File: config.mk
export PLATFORM = sky130hd
export DESIGN_NAME = serial_encoder_link
export DESIGN_NICKNAME = d
export VERILOG_FILES = /design/src/rtl/serial_encoder_link.sv
export SDC_FILE = /design/constraint.sdc
export NUM_CORES = 1
export LEC_CHECK = 0
export ABC_AREA = 1
export CAP_MARGIN = 30
export CORE_MARGIN = 2
export CORE_UTILIZATION = 45
export CTS_CLUSTER_DIAMETER = 150
export DETAILED_ROUTE_END_ITERATION = 12
export HOLD_SLACK_MARGIN = 0.12
export PLACE_DENSITY_LB_ADDON = 0.15
export SYNTH_ARGS = -nofsm -noshare
export SYNTH_HDL_FRONTEND = slang
export SYNTH_SLANG_ARGS = --single-unit
File: constraint.sdc
create_clock -name clk -period 7 [get_ports clk]
set_clock_uncertainty 0.15 [all_clocks]
set_input_delay 1.4 -clock clk [delete_from_list [all_inputs] [get_ports clk]]
set_output_delay 1.4 -clock clk [all_outputs]
set_load 0.005 [all_outputs]
File: src/rtl/serial_encoder_link.sv
// Link layer: assembles received bytes into encoder input words, buffers encoder
// output words in a FIFO and serialises them as optionally framed transmit bytes.
module serial_encoder_link #(
    parameter int unsigned IN_W  = 8,
    parameter int unsigned OUT_W = 24,
    parameter int unsigned DEPTH = 8,
    parameter logic [7:0]  HDR   = 8'hA5
) (
    input  logic                     clk,
    input  logic                     reset,
    input  logic [7:0]               rx_data,
    input  logic                     rx_valid,
    output logic [IN_W-1:0]          enc_in,
    output logic                     enc_in_valid,
    input  logic [OUT_W-1:0]         enc_out,
    input  logic                     enc_out_valid,
    output logic [7:0]               tx_data,
    output logic                     tx_valid,
    input  logic                     tx_ready,
    input  logic [1:0]               mode,
    input  logic                     clear_err,
    output logic                     ovf,
    output logic [$clog2(DEPTH):0]   fifo_level
);
    localparam int unsigned K  = IN_W / 8;
    localparam int unsigned NB = OUT_W / 8;
    localparam int unsigned AW = $clog2(DEPTH);
    localparam int unsigned LW = AW + 1;
    localparam int unsigned CW = (K > 1) ? $clog2(K) : 1;
    localparam int unsigned NW = (NB > 1) ? $clog2(NB) : 1;

    typedef enum logic [1:0] {S_IDLE, S_HDR, S_DATA, S_CSUM} state_e;

    logic [CW-1:0]    byte_cnt_q, byte_cnt_d;
    logic [IN_W-1:0]  asm_q, asm_d;
    logic [IN_W-1:0]  enc_in_q, enc_in_d;
    logic             enc_in_valid_q, enc_in_valid_d;

    logic [OUT_W-1:0] mem_q [DEPTH];
    logic [AW-1:0]    wr_ptr_q, wr_ptr_d, rd_ptr_q, rd_ptr_d;
    logic [LW-1:0]    level_q, level_d;
    logic             ovf_q, ovf_d;
    logic             fifo_full, fifo_empty, pop, push_ok, drop;

    state_e           state_q, state_d;
    logic [OUT_W-1:0] shreg_q, shreg_d;
    logic [1:0]       mode_q, mode_d;
    logic [7:0]       csum_q, csum_d;
    logic [NW-1:0]    cnt_q, cnt_d;
    logic [7:0]       tx_data_q, tx_data_d;
    logic             tx_valid_q, tx_valid_d;
    logic [OUT_W-1:0] rd_word;
    logic [1:0]       mode_eff;

    assign fifo_full  = (level_q == LW'(DEPTH));
    assign fifo_empty = (level_q == '0);
    assign pop        = (state_q == S_IDLE) && !fifo_empty;
    assign push_ok    = enc_out_valid && (!fifo_full || pop);
    assign drop       = enc_out_valid && !push_ok;
    assign rd_word    = mem_q[rd_ptr_q];
    assign mode_eff   = (mode == 2'b11) ? 2'b00 : mode;

    always_comb begin
        // NOTE: every combinational output gets a default first so no latch is inferred.
        byte_cnt_d     = byte_cnt_q;
        asm_d          = asm_q;
        enc_in_d       = enc_in_q;
        enc_in_valid_d = 1'b0;
        if (rx_valid) begin
            asm_d = (asm_q << 8) | IN_W'(rx_data);
            if (byte_cnt_q == CW'(K - 1)) begin
                byte_cnt_d     = '0;
                enc_in_d       = asm_d;
                enc_in_valid_d = 1'b1;
            end else begin
                byte_cnt_d = byte_cnt_q + CW'(1);
            end
        end

        wr_ptr_d = push_ok ? wr_ptr_q + AW'(1) : wr_ptr_q;
        rd_ptr_d = pop ? rd_ptr_q + AW'(1) : rd_ptr_q;
        level_d  = level_q + LW'(push_ok) - LW'(pop);
        // A drop wins over a simultaneous clear so the lost word is never hidden.
        ovf_d    = drop ? 1'b1 : (clear_err ? 1'b0 : ovf_q);

        state_d    = state_q;
        shreg_d    = shreg_q;
        mode_d     = mode_q;
        csum_d     = csum_q;
        cnt_d      = cnt_q;
        tx_data_d  = tx_data_q;
        tx_valid_d = tx_valid_q;
        case (state_q)
            S_IDLE: begin
                tx_valid_d = 1'b0;
                if (pop) begin
                    shreg_d    = rd_word;
                    mode_d     = mode_eff;
                    csum_d     = '0;
                    cnt_d      = '0;
                    tx_valid_d = 1'b1;
                    if (mode_eff != 2'b00) begin
                        state_d   = S_HDR;
                        tx_data_d = HDR;
                    end else begin
                        state_d   = S_DATA;
                        tx_data_d = rd_word[OUT_W-1 -: 8];
                    end
                end
            end
            S_HDR: begin
                if (tx_ready) begin
                    state_d   = S_DATA;
                    tx_data_d = shreg_q[OUT_W-1 -: 8];
                end
            end
            S_DATA: begin
                if (tx_ready) begin
                    csum_d  = csum_q ^ tx_data_q;
                    shreg_d = shreg_q << 8;
                    if (cnt_q == NW'(NB - 1)) begin
                        if (mode_q == 2'b10) begin
                            state_d   = S_CSUM;
                            tx_data_d = csum_d;
                        end else begin
                            state_d    = S_IDLE;
                            tx_valid_d = 1'b0;
                        end
                    end else begin
                        cnt_d     = cnt_q + NW'(1);
                        tx_data_d = shreg_d[OUT_W-1 -: 8];
                    end
                end
            end
            S_CSUM: begin
                if (tx_ready) begin
                    state_d    = S_IDLE;
                    tx_valid_d = 1'b0;
                end
            end
            default: state_d = S_IDLE;
        endcase
    end

    // NOTE: FIFO storage is left unreset; pointers and level alone define what is valid.
    always_ff @(posedge clk) begin
        if (push_ok) mem_q[wr_ptr_q] <= enc_out;
    end

    always_ff @(posedge clk or negedge reset) begin
        if (!reset) begin
            byte_cnt_q     <= '0;
            asm_q          <= '0;
            enc_in_q       <= '0;
            enc_in_valid_q <= 1'b0;
            wr_ptr_q       <= '0;
            rd_ptr_q       <= '0;
            level_q        <= '0;
            ovf_q          <= 1'b0;
            state_q        <= S_IDLE;
            shreg_q        <= '0;
            mode_q         <= 2'b00;
            csum_q         <= '0;
            cnt_q          <= '0;
            tx_data_q      <= '0;
            tx_valid_q     <= 1'b0;
        end else begin
            byte_cnt_q     <= byte_cnt_d;
            asm_q          <= asm_d;
            enc_in_q       <= enc_in_d;
            enc_in_valid_q <= enc_in_valid_d;
            wr_ptr_q       <= wr_ptr_d;
            rd_ptr_q       <= rd_ptr_d;
            level_q        <= level_d;
            ovf_q          <= ovf_d;
            state_q        <= state_d;
            shreg_q        <= shreg_d;
            mode_q         <= mode_d;
            csum_q         <= csum_d;
            cnt_q          <= cnt_d;
            tx_data_q      <= tx_data_d;
            tx_valid_q     <= tx_valid_d;
        end
    end

    assign enc_in       = enc_in_q;
    assign enc_in_valid = enc_in_valid_q;
    assign tx_data      = tx_data_q;
    assign tx_valid     = tx_valid_q;
    assign ovf          = ovf_q;
    assign fifo_level   = level_q;
endmodule

; ---- Yosys cells after proc, flatten, opt, wreduce, memory -nomap -nowiden
; Memory sizes are Yosys's and may differ from the RTL's.
; Index checks and enable logic that the tools add are counted.
[classes]
add_sub_neg = 6
bitwise = 2
reduce_logical = 21
muxes = 39
n_eq_ne = 15
[ops]
columns = op, n
row1 = $mux W8, 8
row2 = $mux W24, 2
row3 = $pmux W24 S2, 1
row4 = $pmux W8 S3, 1
row5 = $mux W2, 11
row6 = $pmux W8 S2, 1
row7 = $reduce_and A5 Y1, 3
row8 = $ne A2 B2 Y1 const B, 7
row9 = $mux W1, 12
row10 = $eq A2 B2 Y1 const B, 5
row11 = $pmux W2 S4, 1
row12 = $xor A8 B8 Y8, 1
row13 = $add A3 B1 Y3 const B, 2
row14 = $reduce_bool A2 Y1, 3
row15 = $reduce_bool A3 Y1, 2
row16 = $add A4 B1 Y4, 1
row17 = $eq A4 B4 Y1 const B, 1
row18 = $logic_not A4 Y1, 1
row19 = $pmux W2 S2, 1
row20 = $reduce_and A2 Y1, 2
row21 = $reduce_and A4 Y1, 1
row22 = $sub A4 B1 Y4, 1
row23 = $logic_and A1 B1 Y1, 3
row24 = $logic_not A1 Y1, 3
row25 = other kinds (9), 9
[word_totals]
n_memories = 1
out_inout_bits = 23
wordCells = 98
ff_bits = 68
mem_bits_rw = 192
in_bits = 40
[mem_list]
columns = name, depth, width, read_ports, rd_clocked_by_memory_dff, write_ports, line_no
row1 = mem_q, 8, 24, 1, 0, 1, 39  ; logic [OUT_W-1:0] mem_q [DEPTH];

; ---- Depth between registers and ports, before layout
[logic_depth]
depth_word = 8
ltp_mapped = 13
ltp_nobuf = 13

; ---- Least setup slack after synthesis
; OpenSTA, ideal clock, no wires.
[synth_timing]
path_type = in2reg
startpoint = input enc_out_valid
endpoint = memory mem_q[0][0] (enable)
slack_ns = 3.632
required_time_ns = 6.445
setup_ns = 0.405
t_arrival_ns = 2.813
stages = 3
path_buffers = 0
path_cell_list = nand2_1 -> or2_2 -> nor2_1
[synth_via]
elab_chain_len = 3
[synth_rtl]
columns = element, line_no
row1 = "start, declared", 16  ; input logic enc_out_valid,
row2 = $logic_and A1 B1 Y1, 58  ; assign push_ok = enc_out_valid && (!fifo_full || pop);
row3 = $mux W1, 147  ; if (push_ok) mem_q[wr_ptr_q] <= enc_out;
row4 = $mux W1 (implied by the code), 147
row5 = "end, declared", 39
; Every way passes these cells.

; ---- Final worst setup path
[layout_timing]
startpoint = input enc_out_valid
endpoint = memory mem_q[6][16] (enable)
; The elaborated chain is that of the path after synthesis.

==> impl_results.rst <==
.. list-table::
   :header-rows: 1

   * - Metric
     - Value
   * - Switching share of power
     - 38.13%
   * - Initial antenna violation count
     - 0
   * - Number of nets at the end of the flow
     - 1191
   * - Largest stage delay, worst path
     - a little over 500 ps
   * - Final cell count without fillers
     - 1479
   * - Count of synthesis-stage warnings from yosys
     - 0
   * - CTS Sinks
     - 259
   * - Cells on worst reg2reg path
     - 8
   * - Source-to-sink clock delay at the later pin of the worst-skew pair
     - roughly 550 ps
   * - Highest attainable clock frequency
     - 323.7 MHz
   * - Antenna diode count
     - 0
   * - Total Routed Length
     - 23860 um
   * - Number of port buffers
     - 62
   * - Global-route wire length before repair
     - about 38000 um
   * - First-pass iteration count of the detailed router
     - 7
   * - Core area
     - around 24000 um2
   * - CTS H-Tree Depth
     - 1
   * - Synth Register Bits
     - around 260
   * - Leading cell type in the layout, fill and taps excluded
     - nand2_1
   * - Io pins
     - 63
   * - Power density normalized to cell area
     - 427.2 nW/um2
   * - Setup repair after global routing missed its margin
     - no
   * - Overflow left after global routing
     - 0
   * - CTS tree
     - yes
   * - Net switching power of the design
     - around 2.1 mW
   * - Post-route DRC
     - 0
   * - Cell area after technology mapping
     - 11200 um2
   * - Internal
     - 3.407 mW
   * - Area Growth Syn to Fin
     - 15.06%
   * - Number of cells on the worst hold path
     - 2
   * - Buffers & Inverters on Critical Path
     - 2
   * - Comb pwr share
     - between 30 and 40%
   * - Number of rows in the core area
     - 57
   * - Number of max-cap violations
     - 0
   * - Worst voltage drop across the vdd grid
     - 238.0 uV
   * - DRT iter0 DRCs
     - around 640
   * - Die width
     - 161.8 um
   * - Critical path data arrival time
     - 3160 ps
   * - Post-layout power
     - 5.507 mW
   * - Postcts setup bufs
     - 0
   * - Synth Instances
     - 1081
   * - Die height
     - roughly 160 um
   * - R2r setup slk
     - 3950 ps
   * - Part of the total power dissipated in the clock network
     - 23.9%
   * - DP HPWL
     - 14140 um
   * - Setup Viol. Count Final
     - 0
   * - Worst hold path type
     - reg -> reg
   * - Buffer cell driving the clock tree root
     - clkbuf_16
   * - Starting Density
     - between 40% and 50%
   * - Setup CP Type
     - in -> reg
   * - Biggest fanout along the worst timing path
     - 16
   * - Post-route antenna net violation count
     - 0
   * - Number of gates resized after CTS
     - 0
   * - Cell with the largest stage delay on the worst path
     - clkdlybuf4s50_1
   * - Number of global-route vias before repair
     - 7111
   * - Clock slew at the register clock pins of the worst setup and hold paths
     - about 60 ps
   * - Final weighted congestion of routability-driven global placement
     - 0.7668
   * - Number of nets produced by synthesis
     - 1136
   * - Cells after DPL
     - around 1400
   * - Average vias per placed instance
     - 4.955
   * - Cts bufs inserted
     - 27
   * - Pin count of the biggest net entering global routing
     - 80
   * - Number of hold violations in the final report
     - 0
   * - Number of distinct standard cells referenced by the synthesized netlist
     - 29
   * - Hold_buf cts
     - 0
   * - Most used cells in the layout excluding fill and tap cells
     - 271 x nand2_1, 192 x edfxtp_1, 141 x nor2_1
   * - Final worst-path cycle share
     - between 40% and 50%
   * - Total negative setup slack
     - 0 ps
   * - Worst slew slack as a fraction of its limit
     - 39.75%
   * - Final design area excluding fillers
     - between 10000 and 15000 um2
   * - Cell Chain, Critical Path
     - clkdlybuf4s50_1 > nand2_1 > or2_2 > nor2_2 > buf_4
   * - Via total after detailed routing
     - 7329
   * - Worst flop-to-flop path startpoint
     - state_q[1]
   * - Family of cells with the greatest summed delay on the critical path
     - buffers and inverters
   * - Maximum clock path buffer count
     - 3
   * - Data required, critical path
     - just over 7000 ps
   * - Worst Max-Slew Pin Slew
     - about 900 ps
   * - Drt wl/cell
     - 16.13 um
   * - Mean area per synthesized cell
     - 10.36 um2
   * - Portion of the post-synthesis area used by sequential elements
     - ~66%
   * - Hold Path Sink
     - shreg_q[2]
   * - Static power due to leakage
     - around 5.3 nW
   * - Startpoint types
     - primary input
   * - Floorplan die area
     - 26170 um2
   * - Post-placement cell area
     - around 12000 um2
   * - Fraction of power consumed by sequential logic
     - between 30% and 40%
   * - Outcome
     - complete, no violations
   * - Final Max Slew Viols
     - 0
   * - Layout cells sized above 1
     - 6.580%
   * - Endpoint of the worst register-to-register path
     - mem_q[6][16]
   * - Min Clock Period, post-route
     - 3090 ps
   * - Startpoint of the lowest-slack hold path
     - shreg_q[2]
   * - Critical path endpoint category
     - flip-flop
   * - Overall routing resource usage
     - 18.56%
-- routing by layer --
metal | GRT usage [%] | part of all wire [%] | wire, um
met5 | 0 | 0 | 0
met4 | 5.390 | 2.2 | 529
met3 | 2.554 | 4.1 | 973
met2 | 30.48 | 47 | 11170
met1 | 26.03 | 47 | 11190
-- area by class of cell --
class                   count  area (um2)
inverters                 115       431.7
clock inverters            14       105.1
fillers                  2186       11500
clock buffers              34       701.9
repair buffers             74       708.2
flip-flops and latches    259        7445
well taps                 324       405.4
multi-input cells         659        3093
-- power groups by stage --
| stage | Sequential, mW | Clock (mW) | Combinational, mW |
|---|---|---|---|
| finish | 2.19 | 1.32 | 2.00 |
| detailed placement | 2.22 | 0 | 2.02 |
| CTS | 2.19 | 1.35 | 2.03 |
| global placement | 2.22 | 0 | 1.99 |
| global route | 2.23 | 1.40 | 2.30 |
| floorplan | 2.13 | 0 | 1.49 |
-- worst reg2reg max path, delay by kind of cell, from the launching register on --
family / cells / cell delay (ps)
AND/OR/NAND/NOR: 5 / 1420
buffers and inverters: 2 / 490
adder cells (fa/ha/maj): 1 / 260
flip-flops: 1 / 400
-- stage by stage --
stage	hold WS, ps	utilization, %	worst slack, ps
CTS	331.4	52.85	3897
global route	353.4	52.85	3734
floorplan	299.2	-	3632
finish	329.7	52.85	3910
global placement	311.7	49.54	3340
detailed placement	315.0	49.54	3326
-- synthesized netlist by cell type --
| cell | n | share of area, % |
|---|---|---|
| a21oi_1 | 9 | 0.40 |
| nor2_1 | 149 | 5.0 |
| nand3_1 | 89 | 4.0 |
| o21ai_0 | 64 | 2.9 |
| dfrtp_1 | 67 | 15 |
| o21ai_1 | 6 | 0.27 |
| xnor2_1 | 6 | 0.47 |
| fa_1 | 1 | 0.18 |
| buf_2 | 22 | 0.98 |
| inv_1 | 111 | 3.7 |
| xor2_1 | 2 | 0.16 |
| ha_1 | 14 | 1.6 |
| nor2_4 | 1 | 0.10 |
| o31ai_1 | 1 | 0.067 |
| buf_4 | 5 | 0.34 |
| buf_1 | 4 | 0.13 |
| edfxtp_1 | 192 | 51 |
| clkbuf_1 | 13 | 0.44 |
| o211ai_1 | 27 | 1.8 |
| nor2_2 | 1 | 0.056 |
| mux2_2 | 9 | 0.90 |
| nand2_1 | 271 | 9.1 |
| nand2_2 | 2 | 0.11 |
| buf_6 | 4 | 0.40 |
| inv_2 | 4 | 0.13 |
| or2_2 | 2 | 0.11 |
| o22ai_1 | 1 | 0.056 |
| o21a_1 | 1 | 0.067 |
| a21boi_1 | 3 | 0.20 |
-- state kept, by name (all words and copies together) (netlist names) --
| register | count |
|---|---|
| mem_q | 192 |
| ovf | 1 |
| shreg_q | 24 |
| enc_in | 8 |
| tx_valid | 1 |
| tx_data | 8 |
| wr_ptr_q | 3 |
| mode_q | 2 |
| csum_q | 8 |
| cnt_q | 2 |
| state_q | 2 |
| enc_in_valid | 1 |
| rd_ptr_q | 3 |
| fifo_level | 4 |
-- worst max path at each step --
stage / start / end / cells past startpoint
after floorplan: enc_out_valid / mem_q[0][0] / 3
after global placement: enc_out_valid / mem_q[6][17] / 5
after detailed placement: enc_out_valid / mem_q[6][18] / 5
after CTS: fifo_level[1] / fifo_level[1] / 1
after global routing: state_q[0] / csum_q[2] / 6
final: enc_out_valid / mem_q[6][16] / 5
-- cell families after synthesis --
kind of cell               synth area share [%]
DFF                                       66.43
muxes                                    0.9046
xor gates and xnor gates                 0.6254
adders and majority gates                 1.742
buffers and inverters                     6.143
and+or+nand+nor                           18.43
AOI/OAI and AO/OA                         5.729
No activity file was read; power rests on OpenSTA's default activity.
